<file path="src/rtl/mcu_top.sv">
// rtl/mcu_top.sv - single-cycle RV32I-subset microcontroller with internal ROM, data RAM and 4-bit GPO
// ROM_IMAGE selects the built-in program: 0 = GPO counter, 1 = ISA self-check, 2 = GPO readback.
module mcu_top #(
  parameter int          IMEM_WORDS = 64,
  parameter int          DMEM_WORDS = 64,
  parameter logic [31:0] GPO_ADDR   = 32'h1000_0000,
  parameter int          ROM_IMAGE  = 0
) (
  input  logic       clk,
  input  logic       reset,
  output logic [3:0] gpo
);

  localparam int          IAW = $clog2(IMEM_WORDS);
  localparam int          DAW = $clog2(DMEM_WORDS);
  localparam logic [31:0] NOP = 32'h0000_0013;

  localparam logic [6:0] OPC_LUI    = 7'b0110111;
  localparam logic [6:0] OPC_AUIPC  = 7'b0010111;
  localparam logic [6:0] OPC_JAL    = 7'b1101111;
  localparam logic [6:0] OPC_JALR   = 7'b1100111;
  localparam logic [6:0] OPC_BRANCH = 7'b1100011;
  localparam logic [6:0] OPC_LOAD   = 7'b0000011;
  localparam logic [6:0] OPC_STORE  = 7'b0100011;
  localparam logic [6:0] OPC_OPIMM  = 7'b0010011;
  localparam logic [6:0] OPC_OP     = 7'b0110011;

  function automatic logic [31:0] rom_word(input int idx);
    logic [31:0] w;
    w = NOP;
    if (ROM_IMAGE == 1) begin
      case (idx)
        0:  w = 32'h100000B7;  1:  w = 32'h00700113;  2:  w = 32'hFFD00193;
        3:  w = 32'h00310233;  4:  w = 32'h402182B3;  5:  w = 32'h0021A333;
        6:  w = 32'h0021B3B3;  7:  w = 32'h00211433;  8:  w = 32'h4062D4B3;
        9:  w = 32'h0062D533;  10: w = 32'h0040A023;  11: w = 32'h0092C5B3;
        12: w = 32'h00A585B3;  13: w = 32'h0085E5B3;  14: w = 32'h3F05F613;
        15: w = 32'h00564613;  16: w = 32'h04066613;  17: w = 32'hFFE1A693;
        18: w = 32'h00C0A023;  19: w = 32'h00310463;  20: w = 32'h00100713;
        21: w = 32'h00668463;  22: w = 32'h10070713;  23: w = 32'h0021C463;
        24: w = 32'h20070713;  25: w = 32'h0021D463;  26: w = 32'h00270713;
        27: w = 32'h00071463;  28: w = 32'h40070713;  29: w = 32'h00E0A023;
        30: w = 32'h008007EF;  31: w = 32'h40070713;  32: w = 32'h00C78867;
        33: w = 32'h40070713;  34: w = 32'h40F808B3;  35: w = 32'h0110A023;
        36: w = 32'h04502023;  37: w = 32'h04002903;  38: w = 32'h00000997;
        39: w = 32'h01390A33;  40: w = 32'h00CA4A33;  41: w = 32'h00EA0A33;
        42: w = 32'h011A0A33;  43: w = 32'h00DA0A33;  44: w = 32'h007A0A33;
        45: w = 32'h003A0A13;  46: w = 32'h0140A023;  47: w = 32'h00500013;
        48: w = 32'h0000A023;  49: w = 32'h0000006F;
        default: ;
      endcase
    end else if (ROM_IMAGE == 2) begin
      case (idx)
        0: w = 32'h100000B7;  1: w = 32'h01F00113;  2: w = 32'h0020A023;
        3: w = 32'h0000A183;  4: w = 32'hFFA18213;  5: w = 32'h0040A023;
        6: w = 32'h0000006F;
        default: ;
      endcase
    end else begin
      case (idx)
        0: w = 32'h100000B7;  1: w = 32'h00000113;  2: w = 32'h0020A023;
        3: w = 32'h00110113;  4: w = 32'hFF9FF06F;
        default: ;
      endcase
    end
    return w;
  endfunction

  logic [31:0] pc_q, pc_d;
  logic [3:0]  gpo_q, gpo_d;
  logic [31:0] rf_q [32];
  logic [31:0] dmem_q [DMEM_WORDS];

  logic [31:0] instr;
  logic [6:0]  opcode, funct7;
  logic [4:0]  rd, rs1, rs2;
  logic [2:0]  funct3;
  logic [31:0] imm_i, imm_s, imm_b, imm_u, imm_j;
  logic [31:0] rs1_val, rs2_val, alu_b, alu_res, addr_sum, load_data, pc_plus4;
  logic        alu_alt, r_ok, i_ok, br_taken, is_gpo, rd_we, dmem_we;
  logic [31:0] rd_wdata;
  logic [DAW-1:0] dmem_idx;
  logic        unused_addr0;

  assign instr  = rom_word(int'(pc_q[IAW+1:2]));
  assign opcode = instr[6:0];
  assign rd     = instr[11:7];
  assign funct3 = instr[14:12];
  assign rs1    = instr[19:15];
  assign rs2    = instr[24:20];
  assign funct7 = instr[31:25];

  assign imm_i = {{20{instr[31]}}, instr[31:20]};
  assign imm_s = {{20{instr[31]}}, instr[31:25], instr[11:7]};
  assign imm_b = {{19{instr[31]}}, instr[31], instr[7], instr[30:25], instr[11:8], 1'b0};
  assign imm_u = {instr[31:12], 12'b0};
  assign imm_j = {{11{instr[31]}}, instr[31], instr[19:12], instr[20], instr[30:21], 1'b0};

  assign rs1_val = (rs1 == 5'd0) ? 32'd0 : rf_q[rs1];
  assign rs2_val = (rs2 == 5'd0) ? 32'd0 : rf_q[rs2];

  // Only the listed funct3/funct7 combinations write back; anything else retires as a NOP.
  assign r_ok = (funct7 == 7'b0000000) ||
                (funct7 == 7'b0100000 && (funct3 == 3'b000 || funct3 == 3'b101));
  assign i_ok = (funct3 == 3'b000) || (funct3 == 3'b010) || (funct3 == 3'b100) ||
                (funct3 == 3'b110) || (funct3 == 3'b111);

  assign alu_alt = (opcode == OPC_OP) && instr[30];
  assign alu_b   = (opcode == OPC_OP) ? rs2_val : imm_i;

  always_comb begin
    alu_res = 32'd0;
    case (funct3)
      3'b000:  alu_res = alu_alt ? (rs1_val - alu_b) : (rs1_val + alu_b);
      3'b001:  alu_res = rs1_val << alu_b[4:0];
      3'b010:  alu_res = {31'b0, $signed(rs1_val) < $signed(alu_b)};
      3'b011:  alu_res = {31'b0, rs1_val < alu_b};
      3'b100:  alu_res = rs1_val ^ alu_b;
      3'b101:  alu_res = alu_alt ? $unsigned($signed(rs1_val) >>> alu_b[4:0])
                                 : (rs1_val >> alu_b[4:0]);
      3'b110:  alu_res = rs1_val | alu_b;
      default: alu_res = rs1_val & alu_b;
    endcase
  end

  always_comb begin
    br_taken = 1'b0;
    case (funct3)
      3'b000:  br_taken = (rs1_val == rs2_val);
      3'b001:  br_taken = (rs1_val != rs2_val);
      3'b100:  br_taken = ($signed(rs1_val) < $signed(rs2_val));
      3'b101:  br_taken = ($signed(rs1_val) >= $signed(rs2_val));
      default: br_taken = 1'b0;
    endcase
  end

  // Shared adder: load/store effective address and JALR target.
  assign addr_sum     = rs1_val + ((opcode == OPC_STORE) ? imm_s : imm_i);
  assign is_gpo       = (addr_sum[31:2] == GPO_ADDR[31:2]);
  assign dmem_idx     = addr_sum[DAW+1:2];
  assign load_data    = is_gpo ? {28'b0, gpo_q} : dmem_q[dmem_idx];
  assign pc_plus4     = pc_q + 32'd4;
  assign unused_addr0 = addr_sum[0];

  always_comb begin
    pc_d     = pc_plus4;
    gpo_d    = gpo_q;
    rd_we    = 1'b0;
    rd_wdata = alu_res;
    dmem_we  = 1'b0;
    case (opcode)
      OPC_OP:    rd_we = r_ok;
      OPC_OPIMM: rd_we = i_ok;
      OPC_LUI: begin
        rd_we    = 1'b1;
        rd_wdata = imm_u;
      end
      OPC_AUIPC: begin
        rd_we    = 1'b1;
        rd_wdata = pc_q + imm_u;
      end
      OPC_JAL: begin
        rd_we    = 1'b1;
        rd_wdata = pc_plus4;
        pc_d     = pc_q + imm_j;
      end
      OPC_JALR: begin
        if (funct3 == 3'b000) begin
          rd_we    = 1'b1;
          rd_wdata = pc_plus4;
          pc_d     = {addr_sum[31:1], 1'b0};
        end
      end
      OPC_BRANCH: begin
        if (br_taken) pc_d = pc_q + imm_b;
      end
      OPC_LOAD: begin
        if (funct3 == 3'b010) begin
          rd_we    = 1'b1;
          rd_wdata = load_data;
        end
      end
      OPC_STORE: begin
        if (funct3 == 3'b010) begin
          if (is_gpo) gpo_d = rs2_val[3:0];
          else        dmem_we = 1'b1;
        end
      end
      default: ;
    endcase
  end

  always_ff @(posedge clk or negedge reset) begin
    if (!reset) begin
      pc_q  <= 32'd0;
      gpo_q <= 4'd0;
      for (int i = 0; i < 32; i++) rf_q[i] <= 32'd0;
    end else begin
      pc_q  <= pc_d;
      gpo_q <= gpo_d;
      if (rd_we && rd != 5'd0) rf_q[rd] <= rd_wdata;
    end
  end

  // Data RAM has no reset; its contents after reset are undefined by design.
  always_ff @(posedge clk) begin
    if (dmem_we) dmem_q[dmem_idx] <= rs2_val;
  end

  assign gpo = gpo_q;

endmodule

</file>
<file path="config.mk">
export PLATFORM = sky130hd
export DESIGN_NAME = mcu_top
export DESIGN_NICKNAME = d
export VERILOG_FILES = /design/src/rtl/mcu_top.sv
export SDC_FILE = /design/constraint.sdc
export NUM_CORES = 1
export LEC_CHECK = 0
export BUFFER_PORTS_ARGS = -buffer_cell sky130_fd_sc_hd__buf_2
export CORE_MARGIN = 4
export CORE_UTILIZATION = 42
export DETAILED_ROUTE_END_ITERATION = 6
export HOLD_SLACK_MARGIN = 0.12
export SETUP_SLACK_MARGIN = 0.5
export SLEW_MARGIN = 20
export SYNTH_ARGS = -nofsm -noshare
export SYNTH_HDL_FRONTEND = slang
export SYNTH_SLANG_ARGS = --single-unit
</file>
<file path="constraint.sdc">
create_clock -name clk -period 6.9 [get_ports clk]
set_input_delay 0.69 -clock clk [delete_from_list [all_inputs] [get_ports clk]]
set_output_delay 0.69 -clock clk [all_outputs]
set_load 0.02 [all_outputs]
</file>
== After elaboration in Yosys (flattened, before gate mapping) ==
Memory sizes are Yosys's and may differ from the RTL's.
Index checks and enable logic that the tools add are counted.
Word-level totals
  bits in writable memories: 2048
  input bits: 2
  bits in registers: 1060
  memories kept: 1
  output and inout port bits: 4
  word-level logic and storage cells: 134
Memories
  dmem_q: words 64, width 32, rd ports 1, clocked after memory_dff 0, write ports 1, line 72  | logic [31:0] dmem_q [DMEM_WORDS];
Cells by class
  order comparisons: 8
  muxes and demuxes: 33
  equal/unequal tests: 24
  add/subtract/negate cells: 7
  reduce and logical (&&, ||, !) cells: 18
  bitwise gates (word level): 6
  shift operators: 3
Operators with widths (count)
  bitwise mux 1024 bit: 1
  2-to-1 mux 32 bit: 15
  binary-select mux 32 bit (select 5 bit): 2
  one-hot mux 32 bit (5 select lines): 2
  one-hot mux 32 bit (7 select lines): 1
  adder 32 bit: 5
  demux 32 bit (select 5 bit): 1
  less-than comparator 32 bit: 3
  one-hot mux 32 bit (3 select lines): 1
  adder 32 x 3 -> 32 bit, second input constant: 1
  bitwise AND 32 bit: 1
  == test 32 bit: 1
  greater-or-equal comparator 32 bit: 1
  inequality test 32 bit: 1
  bitwise OR 32 bit: 1
  << shifter 32 x 5 -> 32 bit: 1
  right shift 32 x 5 -> 32 bit: 1
  >>> shifter 32 x 5 -> 32 bit: 1
  subtractor 32 bit: 1
  XOR 32 bit: 1
  == test 30 x 27 -> 1 bit, second input constant: 1
  == test 7 x 6 -> 1 bit, second input constant: 4
  == test 7 bit, second input constant: 3
  greater-or-equal comparator 6 bit, second input constant: 3
  23 further kinds: 46

== Logic depth before layout (Yosys ltp) ==
Gate-level depths: netlist of run 1.
  depth after elaboration: 14
  gate-level depth with buffers: 27
  depth with buffers taken out: 25

== Least setup slack after synthesis of run 1 ==
OpenSTA, ideal clock, no wires.
  path type: register to register
  from: register pc_q[2]
  to: register gpo_q[0] (netlist: gpo[0])
  path buffers: 5
  required time: 6.775 ns
  setup time: 0.125 ns
  period minus slack after synthesis: 5.575 ns
  stages on the path, launching flop included: 24
  arrival: 5.450 ns
  slack: 1.325 ns
  path through: dfrtp_1 inv_1 ha_1 buf_4 mux2_2 nand2_1 inv_1 buf_2 buf_1 clkbuf_1 clkbuf_1 a31oi_1 ha_1 nand4_1 or2_2 o21ai_0 mux2i_1 a2111oi_0 o311ai_0 or4_1 nor4_2 nand4_2 nor4_4 mux2_4
On the way
  longest elaborated chain between the ends: 10
  elaborated cells between the ends (all ways): 24
  those cells by class: 1 x add/sub; 7 x eq/ne; 10 x mux; 2 x bitwise; 4 x reduce/logical
RTL lines
  start: declaration: line 69  | logic [31:0] pc_q, pc_d;
  start signal: assignment: line 199  | pc_q <= pc_d;
  == test 6 x 3 -> 1 bit, or another cell as far along: line 60  | case (idx)
  one-hot mux 32 bit (5 select lines) (*): line 60
  NOT 5 -> 6 bit (implied by the code): line 99  | assign rs1_val = (rs1 == 5'd0) ? 32'd0 : rf_q[rs1];
  binary-select mux 32 bit (select 5 bit): line 99
  2-to-1 mux 32 bit (implied by the code) (2 in series): line 99
  2-to-1 mux 32 bit: line 99
  adder 32 bit: line 138  | assign addr_sum = rs1_val + ((opcode == OPC_STORE) ? imm_s : imm_i);
  == test 30 x 27 -> 1 bit: line 139  | assign is_gpo = (addr_sum[31:2] == GPO_ADDR[31:2]);
  AND reduction 3 bit (no line)
  end signal: assignment: line 200  | gpo_q <= gpo_d;
  end: declaration: line 70  | logic [3:0] gpo_q, gpo_d;
Every way passes the cells marked *; elsewhere a longest branch is shown, timed or not. The select of a mux whose other input is x is not followed.
A chain may end at the register's enable or synchronous reset.

== Worst setup path after layout of run 1 ==
  from: register pc_q[5]
  to: register gpo_q[2] (netlist: gpo[2])
Same word-level chain as after synthesis.

==> metrics, run 1 <==
Setup-failing EPs final=0; worst r2r src=pc_q[5]; antenna violations before repair=1; post-synthesis async set-or-reset flop share=1.000; hold buffers post-CTS=0; CTS max path bufs=2; most common flop cell mapped by yosys=dfrtp_1; Rows=between 60 and 70; path type of the worst min-delay path=in2async; Max Cap Viol=0; number of remaining DRC errors=0; syn nets=1,710; diodes inserted=0; Slowest cell on crit path=or3_1; final wirelength=between 40,000 and 50,000 um; H-Tree Depth=4; die area=about 33,000 um2; first-pass GRT wire length=63,010 um; cell mode on critical path=a21oi_1; worst vdd ir=about 0.16 mV; DP Cell Count=around 1,900; WP data required=7.23 ns; minimum clock period=6.180 ns; Clk pin slew, worst setup/hold paths=approximately 0.07 ns; CTS Root Cell=clkbuf_16; Worst slew margin=0.1458; synthesized area=between 10,000 and 15,000 um2; Critical Path Fanout Max=54; Die X-Extent=approximately 180 um; Post-synth EDFFs=0; final std cells w/o fill=about 1,900; pin count of the biggest net entering global routing=85; Mean Syn Cell Area=7.889 um2; Critical Path Source=pc_q[5]; final setup skew=~0.015 ns; Yosys warnings=0; endpoints failing hold=0; largest family of logic cells by synthesized area=compound AO/OA/AOI/OAI gates; Worst Hold Slack=0.3230 ns; Die Y=180.7 um; RSZ-0062 raised after global routing=no; outcome=finished clean; Post-Synth Simple-Gate Area=0.2081; Mapped Cells=roughly 1,600; total number of vias=around 11,000; total CTS buffers=17; DR pass1 iterations=7; overall routing resource usage=0.2430; sequential cell area fraction in the yosys report=0.2918; post-synth cell types=80; Skew-Pair Late Insertion Delay=0.45 ns; Ports=6; Routed wire per std cell=around 21 um; P&R area growth vs syn=7.316%; CTS Sinks=between 100 and 150; Placer Congestion=roughly 1; Setup crit end kind=flip-flop; register bit total from synthesis=about 150; CP max stage delay=roughly 0.57 ns; Finished Core Util=0.4618; Max Freq=approximately 160 MHz; Pins Over Slew Limit=0; compound-gate portion of the synthesized area=0.2488; proportion of synthesized area in mux cells=0.01559; dpl hpwl=between 20,000 and 30,000 um; gr ovfl total=0; vias per cell=5.937; Post-Synth XOR/XNOR Area=0.05107; vias in the first global route=about 11,000; Worst Setup Path Type=reg2reg; PwrDens=134.7 nW/um2; # port buffers=5; CORE AREA=a little under 30,000 um2; worst slew pin tran=1.268 ns; Tcrit/Tclk final=0.8957; share of cells above drive strength 1=0.07013; CP Cell Sequence=or3_1 > nor2_4 > buf_8 > nand2_1 > a31oi_1 > ha_1 > a21oi_1 > o21ai_0 > a21oi_1 > mux2i_1 > a2111oi_1 > o311ai_0 > or4_1 > nor4_2 > nand4_2 > nor4_4 > buf_4 > mux2_4; worst path arrival time=approximately 6.5 ns; Worst setup SP type=flip-flop; ANT nets after route=0; Post-Synth Adder-Cell Area=0.1227; nets@finish=~1,700; Iter 0 DRT Violations=~1,200; leakage=around 6.7 nW; Initial Util=0.4304; CTS tree=done; Fin Setup TNS=0 ns
routing by layer:
metal	GRT usage	part of all wire	vias to the layer above
li1	-	-	5482
met1	0.3471	0.46	5433
met2	0.3731	0.44	452
met3	0.05046	0.077	53
met4	0.06836	0.023	2
met5	0	0.00032	-
worst paths after layout:
kind,end,slack (ns),cells after the start
setup / recovery,gpo[2],0.72,18
hold / removal,rf_q[922],0.32,1
setup reg to reg,gpo[2],0.72,18
hold reg to reg,rf_q[1017],0.38,0
max in group asynchronous,pc_q[2],5.19,2
min in group clk,rf_q[1017],0.38,0
layout make-up:
| type | count | area, um2 |
|---|---|---|
| Inverter | 80 | 309.0 |
| Timing Repair Buffer | 33 | 265.3 |
| Multi-Input combinational cell | 1249 | 8144 |
| Tap cell | 384 | 480.5 |
| Fill cell | 2908 | 15660 |
| Clock inverter | 14 | 141.4 |
| Clock buffer | 18 | 439.2 |
| Sequential cell | 146 | 3656 |
cells in the final DEF (no fill, tap or decap), types with 11 or more instances in the layout:
master	count
a211oi_1	13
nand2b_1	11
a21oi_1	133
ha_1	114
and3_1	27
o21a_1	34
nand4_1	17
nand2_1	235
a21o_1	44
nor3_1	27
clkbuf_16	17
o21ai_0	117
dfrtp_1	144
nand3_1	50
xnor2_1	49
o21bai_1	12
buf_4	25
nor2_1	84
o22ai_1	26
inv_1	75
xor2_1	24
and2_1	52
a31oi_1	26
per-stage QoR:
stage,power (mW),setup WS (ns),instance area (um2)
after floorplan,0.8721,1.325,12520
after global placement,0.8908,0.8170,12770
after detailed placement,0.8912,0.5934,12770
after CTS,1.829,0.5339,13350
after global routing,1.871,0.5239,13440
final,1.810,0.7195,13440
where the power goes:
group	leakage (nW)	switching [mW]	total (mW)	internal (mW)
sequential	2.00	0	0.856	0.856
clock	0.290	0.419	0.936	0.518
combinational	4.44	0.0169	0.0178	0.000903
critical path, delay by kind of cell, from the launching register on:
| kind | cells | cell delay [ns] |
|---|---|---|
| AND/OR/NAND/NOR | 7 | 2.16 |
| buffers and inverters | 2 | 0.59 |
| flip-flops | 1 | 0.50 |
| AO/OA/AOI/OAI | 6 | 1.91 |
| multiplexers | 2 | 0.48 |
| adder cells (fa/ha/maj) | 1 | 0.39 |
sequential cells by signal (all words and copies together), names as in the netlist:
register	cells
gpo	4
rf_q	121
pc_q	21
cell usage after synthesis (27+ instances only):
master | count | area [um2]
nand2_1 | 236 | 885.9
dfrtp_1 | 146 | 3654
a21oi_1 | 134 | 670.6
ha_1 | 118 | 1476
o21ai_0 | 117 | 585.6
clkbuf_1 | 87 | 326.6
nor2_1 | 85 | 319.1
inv_1 | 77 | 289.0
and2_1 | 53 | 331.6
nand3_1 | 50 | 250.2
xnor2_1 | 49 | 429.2
a21o_1 | 44 | 330.3
o21a_1 | 34 | 255.2
a31oi_1 | 27 | 168.9
and3_1 | 27 | 168.9
nor3_1 | 27 | 135.1
kinds of logic after synthesis:
group | count (synthesis)
simple gates | 548
fa+ha+maj | 121
mux | 16
xor+xnor | 73
flops | 146
buf+inv | 192
compound gates | 491
repair_timing:
| item | 4_1_cts | 5_1_grt |
|---|---|---|
| resized for setup | 0 | 25 |
| hold endpoints to repair | 0 | 0 |
| endpoints found under the setup margin | 0 | 6 |
| buffers inserted | 0 | 1 |
No activity file was read; power rests on OpenSTA's default activity.
==> run 2: changes to the inputs <==
--- a/config.mk
+++ b/config.mk
@@ -6,10 +6,13 @@
 export NUM_CORES = 1
 export LEC_CHECK = 0
 export BUFFER_PORTS_ARGS = -buffer_cell sky130_fd_sc_hd__buf_2
+export CELL_PAD_IN_SITES_DETAIL_PLACEMENT = 1
+export CELL_PAD_IN_SITES_GLOBAL_PLACEMENT = 2
 export CORE_MARGIN = 4
-export CORE_UTILIZATION = 42
+export CORE_UTILIZATION = 26
 export DETAILED_ROUTE_END_ITERATION = 6
 export HOLD_SLACK_MARGIN = 0.12
+export PLACE_DENSITY_LB_ADDON = 0.1
 export SETUP_SLACK_MARGIN = 0.5
 export SLEW_MARGIN = 20
 export SYNTH_ARGS = -nofsm -noshare
==> run 2 against run 1 <==
Compared with the run above:
- via count rose by 1.9%
- sequential share of layout area decreased by 1.1 points
- critical path type unchanged
- utilization shrank 17 points
- clock skew down 0.0063 ns
- highest routed layer is now met4
- critical endpoint is now gpo[0]
- clock power is 4.4% higher
==> metrics, run 2 (same netlist as run 1, synthesis figures left out) <==
die area=around 52,000 um2; Placer Congestion=~0.8; CP Cell Sequence=or3_1 > nor2_4 > buf_12 > mux2i_1 > a211oi_1 > ha_1 > a21oi_1 > o21ai_0 > a2111oi_0 > o41ai_1 > a31oi_1 > a2bb2oi_1 > nor3_1 > nand4_2 > nor4_4 > buf_12 > mux2_4; vias per cell=around 5.3; Worst Setup Path Type=reg2reg; worst slack, placed=between 0.3 and 0.4 ns; outcome=finished clean; WP buf/inv=2; max FFs per register=121; Setup-failing EPs final=0; number of remaining DRC errors=0; Initial Util=0.2628; Reg with most FFs=rf_q; cell mode on critical path=buf_12; total CTS buffers=17; Ports=6; CORE AREA=approximately 48,000 um2; leakage=between 6 and 7 nW; Max Freq=roughly 160 MHz; path type of the worst min-delay path=in2async; Die Y=roughly 230 um; Worst setup SP type=flip-flop; Tcrit/Tclk final=0.8830; Setup crit end kind=flip-flop; worst slew pin tran=roughly 1.1 ns; Clk pin slew, worst setup/hold paths=about 0.06 ns; CTS Sinks=146; H-Tree Depth=4; worst path arrival time=6.43 ns; gr ovfl total=0; CTS max path bufs=2; CP max stage delay=around 0.92 ns; Routed wire per std cell=23.98 um; Pins Over Slew Limit=0; hold buffers post-CTS=0; PwrDens=around 130 nW/um2; # port buffers=5; crit-path leading delay family=compound AO/OA/AOI/OAI gates; share of cells above drive strength 1=0.08876; Skew-Pair Late Insertion Delay=0.45 ns; Die X-Extent=about 230 um; endpoints failing hold=0; Max Cap Viol=0; vias in the first global route=about 12,000; worst vdd ir=roughly 0.19 mV; Rows=80; commonest non-fill, non-tap cell in the layout=nand2_1; total number of vias=11,640; antenna violations before repair=0; RSZ-0062 raised after global routing=no; Iter 0 DRT Violations=roughly 650; most frequent cells in the layout=nand2_1, dfrtp_1, a21oi_1, o21ai_0, ha_1; Fin Setup TNS=0 ns; dpl hpwl=slightly below 40,000 um; pin count of the biggest net entering global routing=between 90 and 100; final wirelength=~52,000 um; P&R area growth vs syn=11.64%; nets@finish=between 1,500 and 2,000; Worst Setup Slack, final=just over 0.8 ns; Worst Hold Slack=between 0.3 and 0.4 ns; CTS Root Cell=clkbuf_16; DR pass1 iterations=5; final setup skew=~0.009 ns; Worst slew margin=0.2717; ANT nets after route=0; first-pass GRT wire length=slightly below 80,000 um; WP data required=about 7.2 ns; Slowest cell on crit path=a211oi_1; overall routing resource usage=0.2046; minimum clock period=a little over 6 ns; Final Total Pwr=~1.9 mW; Critical Path Fanout Max=54; CTS tree=done; diodes inserted=0
## run 2: cell types whose count changed in the layout (fill, tap and decap cells not counted), sizes merged
| cell | before | now |
|---|---|---|
| clkinv | 6 | 7 |
| buf | 33 | 59 |
| clkbuf | 18 | 21 |
| inv | 86 | 81 |
| bufinv | 1 | 2 |
## run 2: report_power, final
| part | switching (mW) | internal, mW | leakage (nW) | total, mW |
|---|---|---|---|---|
| Clock | 0.413 | 0.563 | 0.294 | 0.977 |
| Sequential | 0 | 0.856 | 2.00 | 0.856 |
| Combinational | 0.0184 | 0.000892 | 4.59 | 0.0193 |
## run 2: worst paths after layout
path | from | endpoint | slack, ns | cells after the start
max | pc_q[5] | gpo[0] | 0.81 | 17
min | reset | rf_q[942] | 0.35 | 1
max reg2reg | pc_q[5] | gpo[0] | 0.81 | 17
min reg2reg | rf_q[1001] | rf_q[1001] | 0.38 | 0
max in group asynchronous | reset | pc_q[15] | 5.15 | 2
min in group clk | rf_q[1001] | rf_q[1001] | 0.38 | 0
## run 2: metrics by stage
| step | std cells | cell area (um2) | util |
|---|---|---|---|
| 2_1_floorplan | 1587 | 12520 | - |
| 3_3_place_gp | 2146 | 13260 | 0.2783 |
| 3_5_place_dp | 2146 | 13260 | 0.2783 |
| 4_1_cts | 2179 | 13880 | 0.2914 |
| 5_1_grt | 2181 | 13980 | 0.2934 |
| 6_report | 2181 | 13980 | 0.2934 |
## run 2: layer usage
layer / global-route usage / vias to the layer above / wire length (um)
met4: 0.05387 / 0 / 1221
met1: 0.3003 / 5884 / 26600
met3: 0.02373 / 52 / 1274
met5: 0 / - / 0
met2: 0.3198 / 160 / 23190
li1: - / 5539 / -
## run 2: timing repair
action | in CTS | in global routing
pin swaps | 1 | 1
setup buffers | 1 | 2
gates resized for setup | 3 | 23
setup endpoints to repair | 4 | 11
## run 2: area by class of cell
type                       count  area (um2)
fill                        5644       33670
inverter                      80       305.3
tap                          615       769.5
clock inverter                11       126.4
timing repair buffer          59       474.2
clock buffer                  21       470.5
sequential                   146        3656
multi-input combinational   1249        8175
## run 2: worst reg2reg max path: cells and delay by family, from the launching register on
| kind | cells | cell delay (ns) |
|---|---|---|
| buf+inv | 2 | 0.48 |
| flops | 1 | 0.49 |
| compound gates | 7 | 2.59 |
| simple gates | 5 | 1.58 |
| mux | 2 | 0.49 |
| fa+ha+maj | 1 | 0.33 |
==> run 3: changes to the inputs <==
--- a/config.mk
+++ b/config.mk
@@ -10,6 +10,7 @@
 export CELL_PAD_IN_SITES_GLOBAL_PLACEMENT = 2
 export CORE_MARGIN = 4
 export CORE_UTILIZATION = 26
+export CTS_BUF_LIST = sky130_fd_sc_hd__clkbuf_8 sky130_fd_sc_hd__clkbuf_16
 export DETAILED_ROUTE_END_ITERATION = 6
 export HOLD_SLACK_MARGIN = 0.12
 export PLACE_DENSITY_LB_ADDON = 0.1
==> run 3 against run 2 <==
Compared with the run above:
- fmax is essentially flat
- clock power about the same
- sequential cell count stayed put
- non-clock buffer count unchanged
- hold slack is essentially flat
- clock skew is essentially flat
- largest power group unchanged
- design area did not move
- power about the same
- first-iteration DRC count down 0.31%
- clock-buffer cell count fell by 1
- die area is the same
==> metrics, run 3 (same netlist as run 1, synthesis figures left out) <==
DR pass1 iterations=5; Tcrit/Tclk final=0.8830; Critical Path Fanout Max=between 50 and 60; Reg with most FFs=rf_q; diodes inserted=0; CTS max path bufs=2; most frequent cells in the layout=nand2_1, dfrtp_1, a21oi_1, o21ai_0, ha_1; crit-path leading delay family=compound AO/OA/AOI/OAI gates; total CTS buffers=17; number of remaining DRC errors=0; Die Y=227.4 um; Placer Congestion=between 0.8 and 0.9; overall routing resource usage=0.2046; Initial Util=0.2628; P&R area growth vs syn=11.64%; endpoints failing hold=0; first-pass GRT wire length=between 70,000 and 80,000 um; die area=51,730 um2; worst slew pin tran=roughly 1.1 ns; Clk pin slew, worst setup/hold paths=about 0.060 ns; vias in the first global route=approximately 12,000; Worst slew margin=0.2717; Max Cap Viol=0; CTS tree=done; Die X-Extent=between 200 and 250 um; gr ovfl total=0; Final Total Pwr=1.850 mW; ANT nets after route=0; WP buf/inv=2; Max Freq=164.1 MHz; CTS Sinks=146; Worst Setup Path Type=reg2reg; Routed wire per std cell=between 20 and 25 um; CP max stage delay=0.92 ns; commonest non-fill, non-tap cell in the layout=nand2_1; final setup skew=between 0.008 and 0.009 ns; worst vdd ir=around 0.19 mV; leakage=between 6 and 7 nW; Slowest cell on crit path=a211oi_1; Setup-failing EPs final=0; Fin Setup TNS=0 ns; max FFs per register=around 120; Pins Over Slew Limit=0; outcome=finished clean; Ports=6; PwrDens=about 130 nW/um2; Rows=80; CTS Root Cell=clkbuf_16; antenna violations before repair=0; nets@finish=around 1,700; cell mode on critical path=buf_12; # port buffers=5; CP Cell Sequence=or3_1 > nor2_4 > buf_12 > mux2i_1 > a211oi_1 > ha_1 > a21oi_1 > o21ai_0 > a2111oi_0 > o41ai_1 > a31oi_1 > a2bb2oi_1 > nor3_1 > nand4_2 > nor4_4 > buf_12 > mux2_4; final wirelength=52,290 um; Setup crit end kind=flip-flop; total number of vias=around 12,000; hold buffers post-CTS=0; Iter 0 DRT Violations=650; minimum clock period=6.093 ns; RSZ-0062 raised after global routing=no; worst path arrival time=roughly 6.4 ns; H-Tree Depth=4; vias per cell=approximately 5.3; path type of the worst min-delay path=in2async; share of cells above drive strength 1=0.08876; Worst setup SP type=flip-flop; pin count of the biggest net entering global routing=just over 90; CORE AREA=roughly 48,000 um2; Skew-Pair Late Insertion Delay=roughly 0.45 ns; WP data required=roughly 7.2 ns; dpl hpwl=between 30,000 and 40,000 um
## run 3: cell count changes in the layout (fill, tap and decap cells not counted)
cell and delta:
clkbuf_1 -1, inv_1 +1
## run 3: what timing repair did
action                     in CTS  in global routing
setup buffers                   1                  2
gates cloned                    0                  0
pin swaps                       1                  1
resized for setup               3                 23
setup endpoints to repair       4                 11
## run 3: area by class of cell
class | instances | area, um2
tap | 615 | 769.5
clock buffer | 20 | 466.7
timing repair buffer | 59 | 474.2
inverter | 80 | 305.3
fill | 5644 | 33670
multi-input combinational | 1249 | 8175
clock inverter | 12 | 130.1
sequential | 146 | 3656
## run 3: path summary, 6_finish.rpt
check | from | endpoint | slack [ns] | cells after the start
worst max-delay path | pc_q[5] | gpo[0] | 0.81 | 17
worst min-delay path | reset | rf_q[942] | 0.35 | 1
worst max register to register | pc_q[5] | gpo[0] | 0.81 | 17
worst min register to register | rf_q[1001] | rf_q[1001] | 0.38 | 0
max in group asynchronous | reset | pc_q[15] | 5.15 | 2
min in group clk | rf_q[1001] | rf_q[1001] | 0.38 | 0
## run 3: where the power goes
part           switching [mW]  internal (mW)  total, mW  leakage [nW]
combinational          0.0184       0.000892     0.0193          4.59
sequential                  0          0.856      0.856          2.00
clock                   0.414          0.562      0.975         0.298
total                   0.432           1.42       1.85          6.89
## run 3: stage by stage
step | hold WS, ns | cell area [um2] | utilization | std cells | setup WS [ns]
4_1_cts | 0.3817 | 13880 | 0.2914 | 2179 | 0.5126
3_5_place_dp | 0.3672 | 13260 | 0.2783 | 2146 | 0.3067
6_report | 0.3457 | 13980 | 0.2934 | 2181 | 0.8075
5_1_grt | 0.3885 | 13980 | 0.2934 | 2181 | 0.5248
3_3_place_gp | 0.3640 | 13260 | 0.2783 | 2146 | 0.4885
2_1_floorplan | 0.3944 | 12520 | - | 1587 | 1.325
## run 3: per-layer routing
layer | wire length, um | global-route usage | vias up
met1 | 26600 | 0.3003 | 5884
met3 | 1274 | 0.02373 | 52
met4 | 1221 | 0.05387 | 0
li1 | - | - | 5539
met2 | 23190 | 0.3198 | 160
met5 | 0 | 0 | -
